$ cat src/rtl/ddr_led_status.sv
// Status-LED driver for the DDR3 test designs: calibration blink, steady pass
// indication, and a latched error code flashed as N fast pulses plus a gap.
//
// state    | meaning
// ---------+-------------------------------------------------------------
// ST_IDLE  | no burst running; led[1] on (pass, or waiting for fast_tick)
// ST_ON    | pulse on-time; pulse counter decrements on leaving
// ST_OFF   | pulse off-time; next pulse if any remain, else gap
// ST_GAP   | inter-burst gap of GAP_FAST fast ticks, then code is reloaded
module ddr_led_status #(
    parameter int CLK_FREQ_HZ = 50_000_000,
    parameter int LED_NUM     = 2,
    parameter int SLOW_MS     = 500,
    parameter int FAST_MS     = 100,
    parameter int GAP_FAST    = 10,
    parameter int ERR_CODE_W  = 3
) (
    input  logic                  clk_50m,
    input  logic                  rst_n,
    input  logic                  init_calib_complete,
    input  logic                  error_flag,
    input  logic [ERR_CODE_W-1:0] error_code,
    input  logic                  err_clr,
    output logic [LED_NUM-1:0]    led,
    output logic                  err_latched,
    output logic [ERR_CODE_W-1:0] err_code_q
);

    localparam int SLOW_CNT = CLK_FREQ_HZ / 1000 * SLOW_MS;
    localparam int FAST_CNT = CLK_FREQ_HZ / 1000 * FAST_MS;
    localparam int SLOW_W   = (SLOW_CNT > 1) ? $clog2(SLOW_CNT) : 1;
    localparam int FAST_W   = (FAST_CNT > 1) ? $clog2(FAST_CNT) : 1;
    localparam int GAP_W    = (GAP_FAST > 0) ? $clog2(GAP_FAST + 1) : 1;

    typedef enum logic [1:0] {
        ST_IDLE,
        ST_ON,
        ST_OFF,
        ST_GAP
    } state_t;

    logic [SLOW_W-1:0]     slow_cnt_q, slow_cnt_d;
    logic [FAST_W-1:0]     fast_cnt_q, fast_cnt_d;
    logic                  slow_tick, fast_tick;
    logic                  err_latched_q, err_latched_d;
    logic [ERR_CODE_W-1:0] code_q, code_d;
    state_t                state_q, state_d;
    logic [ERR_CODE_W-1:0] pulse_q, pulse_d;
    logic [GAP_W-1:0]      gap_q, gap_d;
    logic [LED_NUM-1:0]    led_q, led_d;
    logic [LED_NUM-1:0]    code_leds;
    logic                  err_drop, err_set;

    // Free-running prescalers; status changes never restart them.
    assign slow_tick = (slow_cnt_q == SLOW_W'(SLOW_CNT - 1));
    assign fast_tick = (fast_cnt_q == FAST_W'(FAST_CNT - 1));

    always_comb begin
        slow_cnt_d = slow_tick ? '0 : slow_cnt_q + SLOW_W'(1);
        fast_cnt_d = fast_tick ? '0 : fast_cnt_q + FAST_W'(1);
    end

    // Clearing (calibration lost or err_clr) has priority over a new set.
    assign err_drop = !init_calib_complete || err_clr;
    assign err_set  = init_calib_complete && error_flag && !err_latched_q;

    always_comb begin
        err_latched_d = err_latched_q;
        code_d        = code_q;
        if (err_drop) begin
            err_latched_d = 1'b0;
            code_d        = '0;
        end else if (err_set) begin
            err_latched_d = 1'b1;
            code_d        = (error_code == '0) ? ERR_CODE_W'(1) : error_code;
        end
    end

    always_comb begin
        state_d = state_q;
        pulse_d = pulse_q;
        gap_d   = gap_q;
        if (err_drop) begin
            state_d = ST_IDLE;
            pulse_d = '0;
            gap_d   = '0;
        end else if (fast_tick) begin
            case (state_q)
                ST_IDLE: begin
                    if (err_latched_q) begin
                        state_d = ST_ON;
                        pulse_d = code_q;
                    end
                end
                ST_ON: begin
                    state_d = ST_OFF;
                    pulse_d = pulse_q - ERR_CODE_W'(1);
                end
                ST_OFF: begin
                    if (pulse_q != '0) begin
                        state_d = ST_ON;
                    end else begin
                        state_d = ST_GAP;
                        gap_d   = GAP_W'(GAP_FAST);
                    end
                end
                ST_GAP: begin
                    if (gap_q <= GAP_W'(1)) begin
                        state_d = ST_ON;
                        pulse_d = code_q;
                        gap_d   = '0;
                    end else begin
                        gap_d = gap_q - GAP_W'(1);
                    end
                end
                default: state_d = ST_IDLE;
            endcase
        end
    end

    // Static code bits on led[2..]; LEDs beyond the code width stay dark.
    for (genvar k = 0; k < LED_NUM; k++) begin : g_code_led
        if (k >= 2 && (k - 2) < ERR_CODE_W) begin : g_bit
            assign code_leds[k] = code_d[k-2];
        end else begin : g_zero
            assign code_leds[k] = 1'b0;
        end
    end

    // LEDs decode next-state so they change on the same edge as the cause.
    always_comb begin
        led_d = '0;
        if (init_calib_complete) begin
            if (err_latched_d) begin
                led_d = code_leds;
            end
            led_d[0] = 1'b1;
            led_d[1] = (state_d == ST_IDLE) || (state_d == ST_ON);
        end else begin
            led_d[0] = led_q[0] ^ slow_tick;
        end
    end

    always_ff @(posedge clk_50m or negedge rst_n) begin
        if (!rst_n) begin
            slow_cnt_q    <= '0;
            fast_cnt_q    <= '0;
            err_latched_q <= 1'b0;
            code_q        <= '0;
            state_q       <= ST_IDLE;
            pulse_q       <= '0;
            gap_q         <= '0;
            led_q         <= '0;
        end else begin
            slow_cnt_q    <= slow_cnt_d;
            fast_cnt_q    <= fast_cnt_d;
            err_latched_q <= err_latched_d;
            code_q        <= code_d;
            state_q       <= state_d;
            pulse_q       <= pulse_d;
            gap_q         <= gap_d;
            led_q         <= led_d;
        end
    end

    assign led         = led_q;
    assign err_latched = err_latched_q;
    assign err_code_q  = code_q;

endmodule
$ cat config.mk
export PLATFORM = sky130hd
export DESIGN_NAME = ddr_led_status
export DESIGN_NICKNAME = d
export VERILOG_FILES = /design/src/rtl/ddr_led_status.sv
export SDC_FILE = /design/constraint.sdc
export NUM_CORES = 1
export LEC_CHECK = 0
export ABC_AREA = 1
export BUFFER_PORTS_ARGS = -buffer_cell sky130_fd_sc_hd__buf_4
export CAP_MARGIN = 20
export CORE_ASPECT_RATIO = 0.9
export CORE_UTILIZATION = 35
export CTS_BUF_LIST = sky130_fd_sc_hd__clkbuf_16
export DETAILED_ROUTE_END_ITERATION = 7
export HOLD_SLACK_MARGIN = 0.1
export PLACE_DENSITY_LB_ADDON = 0.2
export RECOVER_POWER = 50
export SLEW_MARGIN = 20
export SYNTH_ARGS = -nofsm -noshare
export SYNTH_HDL_FRONTEND = slang
export SYNTH_SLANG_ARGS = --single-unit
$ cat constraint.sdc
create_clock -name clk_50m -period 1.95 [get_ports clk_50m]
set_clock_uncertainty 0.1 [all_clocks]
set_input_delay 0.39 -clock clk_50m [delete_from_list [all_inputs] [get_ports clk_50m]]
set_output_delay 0.39 -clock clk_50m [all_outputs]
set_load 0.01 [all_outputs]
==> Word-level counts from Yosys, hierarchy flattened <==
Index checks and enable logic that the tools add are counted.
W data, S select, Z words.
{ "op_classes": {"n_addsub": 4, "n_lt_le_gt_ge": 1, "n_eq_ne": 9, "mux": 25, "bitwise_logic": 1, "reduce_logical": 16} }
{ "op_table": {"columns": ["operator", "n"], "rows": [
  ["$add A25 B1 Y25 const B", 1],
  ["$eq A25 B25 Y1 const B", 1],
  ["$mux W25", 1],
  ["$add A23 B1 Y23 const B", 1],
  ["$eq A23 B23 Y1 const B", 1],
  ["$mux W23", 1],
  ["$mux W3", 7],
  ["$mux W4", 4],
  ["$mux W2", 5],
  ["$ne A3 B3 Y1 const B", 3],
  ["$pmux W3 S3", 1],
  ["$pmux W2 S4", 1],
  ["$pmux W4 S2", 1],
  ["$reduce_bool A3 Y1", 2],
  ["$eq A2 B1 Y1 const B", 2],
  ["$eq A2 B2 Y1 const B", 2],
  ["$le A4 B1 Y1 const B", 1],
  ["$logic_not A2 Y1", 2],
  ["$mux W1", 4],
  ["$reduce_and A4 Y1", 1],
  ["$reduce_bool A2 Y1", 2],
  ["$reduce_bool A4 Y1", 1],
  ["$sub A4 B1 Y4 const B", 1],
  ["$logic_not A3 Y1", 1],
  ["6 further kinds", 9]
]} }
{ "word_totals": {"register_bits": 63, "in_bits": 8, "out_inout_bits": 6, "wordCells": 64} }

==> Depth between registers and ports, before layout <==
{ "depth": {"depth_word": 8, "mapped_depth": 12, "ltp_nobuf": 12} }

==> Least setup slack after synthesis <==
Ideal clock, no wire load.
{ "synth_path": {"path_kind": "flip-flop to flip-flop", "from": "register fast_cnt_q[0]", "to": "register fast_cnt_q[16]", "setup_ns": 0.125, "t_arrival_ns": 1.363, "required_ns": 1.725, "path_slack_ns": 0.362, "stages_incl_launch_ff": 10, "path_buffers": 0, "synth_period_minus_slack_ns": 1.588, "path_cell_list": "dfrtp_1 -> ha_1 -> nand3_4 -> inv_2 -> nand2_2 -> nor2_4 -> nand2_2 -> nor2_4 -> nand2_2 -> xnor2_2"} }
{ "synth_via": {"elab_chain_cells": 2, "word_cells_on_any_way": 3, "cone_classes": "1 x add/sub; 1 x eq/ne; 1 x mux"} }
{ "synth_lines": {"columns": ["item", "line_no", "source"], "rows": [
  ["from (decl)", "43", "logic [FAST_W-1:0] fast_cnt_q, fast_cnt_d;"],
  ["from (signal assigned)", "156", "fast_cnt_q <= fast_cnt_d;"],
  ["$add A23 B1 Y23 / $eq A23 B23 Y1 (equally long branches)", "60, 56", null],
  ["$mux W23 *", "60", "fast_cnt_d = fast_tick ? '0 : fast_cnt_q + FAST_W'(1);"],
  ["named net fast_cnt_d[16]", "43", null]
]} }
Mark *: on every way through the listed nets, which the timed path passes. The rest lies on a longest branch.
A chain may end at the register's enable or synchronous reset.

==> Final worst setup path <==
{ "layout_path": {"from": "register slow_cnt_q[0]", "to": "register led_q[0], in the netlist led[0]"} }
{ "layout_via": {"elab_chain_cells": 3} }
{ "layout_lines": {"columns": ["item", "line_no", "source"], "rows": [
  ["from (decl)", "42", "logic [SLOW_W-1:0] slow_cnt_q, slow_cnt_d;"],
  ["from (signal assigned)", "155", "slow_cnt_q <= slow_cnt_d;"],
  ["$eq A25 B25 Y1", "55", "assign slow_tick = (slow_cnt_q == SLOW_W'(SLOW_CNT - 1));"],
  ["$xor A1 B1 Y1", "140", "led_d[0] = led_q[0] ^ slow_tick;"],
  ["$mux W1", "133", "if (init_calib_complete) begin"],
  ["named net led_d[0]", "50", "logic [LED_NUM-1:0] led_q, led_d;"],
  ["to (signal assigned)", "162", "led_q <= led_d;"],
  ["to (decl)", "50", null]
]} }
The timed path passes the listed nets, and every way through them passes these cells.

==> results.md <==
- Clock tree sinks: 63
- HP Class: in -> reg
- Vias in the first global route: 3270
- Fin crit share: 89.5%
- Syn_nets: 539
- Port bufs: 13
- Routability Congestion: 0.882
- Switching Fraction: 20.3%
- Rel. slew slack: 53.6%
- Die span in y: 102 µm
- Worst vdd ir: 427 µV
- M2 GR Usage: 27.4%
- Gr busiest metal: met2
- Share of layout cells above drive strength 1: 16.2%
- Outcome: completed
- Worst-Margin Slew: 0.697 ns
- Worst-Skew Late Latency: 0.33 ns
- Final hold viol count: 0
- Die ar.: 11600 µm²
- # rows: 36
- Met1 GRT Util: 22.0%
- PD cells: 714 nW/µm²
- Internal: 2600 µW
- Synth area leader: dfrtp_1
- Crit-path cells: ha_1 > nand3_1 > nor2_2 > inv_2 > nor2_1 > nand2_2 > a21oi_1 > o21ai_1
- Fillers: 1100
- Crit path launch type: flop
- Die width: 114 µm
- Root Buffer: clkbuf_16
- Via density: 4.68
- WP data required: 2.06 ns
- Met3 GRT Util: 4.74%
- Minimum clock period: 1.75 ns
- Fin. max-slew vios: 0
- Setup TNS: 0 ns
- ANT nets after route: 0
- Nets: 564
- Clk slew on worst S/H paths: 0.06 ns
- CORE AREA: 10900 µm²
- Sequential share of the synthesized area: 40.2%
- DRC viols: 0
- HPWL Detailed: 6670 µm
- Synth top area cells: dfrtp_1, nand2_1, inv_1
- Area of placed instances: 4220 µm²
- WS Path Type: reg -> reg
- Max Freq: 0.573 GHz
- GR Overflow Total: 0
- Final setup violation count: 0
- Cell variety after synth: 38
- # IOs: 14
- Post-synthesis cell count: 520
- Largest net degree at the start of global routing: 39
- Ant. Diodes: 0
- Combinational power share: 3.4%
- Initial DRT Pass Iterations: 4
- First-pass GRT wire length: 15400 µm
- Synthesis warning total: 0
- RSZ-0062 raised after global routing: false
- Area growth from synthesis to layout: 16.5%
- Routed vias: 3288
- Postcts setup bufs: 0
- Cell area after synthesis: 3920 µm²
- Flop and latch count out of synthesis: 63
- Worst-path maximum fanout: 9
- H-tree Lvls: 3
- Total track usage: 17.0%
- Initial antenna violation count: 0
- Initial core utilization: 36.1%
- CTS Buffer Depth: 2
- Seq pwr share: 40.7%
- Leak: 0.00221 µW
- # Max-Cap Violations: 0
- Design Area, Final: 4570 µm²
- Setup crit end kind: flop
- Slowest library cell on the worst path: dfrtp_1
- Max incr delay on CP: 0.36 ns
- Total CTS buffers: 9
- WL/cell: 12.4 µm
- Avg Cell Area, Syn: 7.53 µm²
- Initial DRC count: 199
- Top cell type's share of synthesized area: 40.2%
- WL final: 8720 µm
- Clock power frac: 55.8%
- CTS tree: done
- WP data arrival: 1.85 ns
- P_sw: 660 µW
cells by family after synthesis:
kind of cell             share of synthesized area (%)
buffers and inverters                             9.87
adder cells (fa/ha/maj)                           3.51
AO/OA/AOI/OAI                                     5.75
flip-flops                                        40.2
XOR/XNOR                                          3.77
AND/OR/NAND/NOR                                   36.9
critical path, delay by kind of cell (launching register included):
| family | cells | cell delay (ns) |
|---|---|---|
| simple gates | 4 | 0.69 |
| flops | 1 | 0.36 |
| compound gates | 2 | 0.22 |
| fa+ha+maj | 1 | 0.19 |
| buf+inv | 1 | 0.05 |
Yosys cell counts (all sizes together):
cell type and number:
inv 98, nor3b 1, nor2 76, nor4 3
a31oi 1, a21oi 16, xor2 13, and3 1
xnor2 3, or2 2, nand3b 2, ha 11
o211ai 2, nand2 119, buf 2, a211oi 2
o21ai 18, nand4 19, clkinv 2, dfrtp 63
nor3 21, nand3 42, o22ai 3
power groups by stage:
stage                     clock network (µW)  logic [µW]  registers, µW
after floorplan                            0        45.2           1350
after global placement                     0         111           1350
after detailed placement                   0         113           1350
after CTS                               1870         115           1330
after global routing                    1920         129           1330
final                                   1820         111           1330
state kept, by name (all words and copies together), names as in the netlist:
| name | cells |
|---|---|
| slow_cnt_q | 25 |
| fast_cnt_q | 23 |
| gap_q | 4 |
| err_code_q | 3 |
| pulse_q | 3 |
| led | 2 |
| state_q | 2 |
| err_latched | 1 |
cell type report:
class	count	area [µm²]	share of cell area, %
sequential	63	1580	34.6
tap	152	190	4.17
multi-input combinational	355	1950	42.8
inverter	100	377	8.25
timing repair buffer	16	133	2.90
clock inverter	7	111	2.44
clock buffer	9	225	4.93
metal layers:
metal  part of all wire, %  wire length (µm)  up-vias
met3                   3.6               316       11
met4                   1.6               143        0
met2                    45              3950       56
met1                    49              4300     1517
li1                      -                 -     1704
met5                     0                 0        -
final timing paths:
path | start | end | slack, ns | depth (start not counted)
setup / recovery | slow_cnt_q[0] | led[0] | 0.20 | 8
hold / removal | init_calib_complete | led[1] | 0.20 | 3
setup reg to reg | slow_cnt_q[0] | led[0] | 0.20 | 8
hold reg to reg | slow_cnt_q[0] | slow_cnt_q[0] | 0.36 | 1
max in group asynchronous | rst_n | slow_cnt_q[19] | 0.55 | 3
min in group asynchronous | rst_n | fast_cnt_q[4] | 0.55 | 2
what timing repair did:
item	CTS	global route
hold buffers	1	0
endpoints found under the setup margin	0	4
resized for setup	0	2
hold endpoints to repair	25	0
stage by stage:
stage	setup WS (ns)	hold WS, ns	utilization, %	std cells	power (µW)
floorplan	0.362	-0.00559	-	520	1400
CTS	0.144	0.197	42.1	702	3310
global route	0.0412	0.203	42.1	702	3370
detailed placement	0.149	0.233	38.9	685	1460
global placement	0.190	0.227	38.9	685	1460
finish	0.204	0.203	42.1	702	3260
cell usage in the layout, fill, tap and decap left out, types with 9 or more instances in the layout:
cell       count
nor2_1        59
nand3_1       36
nand4_1       17
nand2_2       12
clkbuf_16      9
o21ai_0       10
inv_1         85
a21oi_1       16
nor2_2        11
ha_1          11
inv_2         13
xor2_1        13
dfrtp_1       62
buf_4         13
nor3_1        17
nand2_1      107
Note: power is estimated with default switching activity, not from simulation.
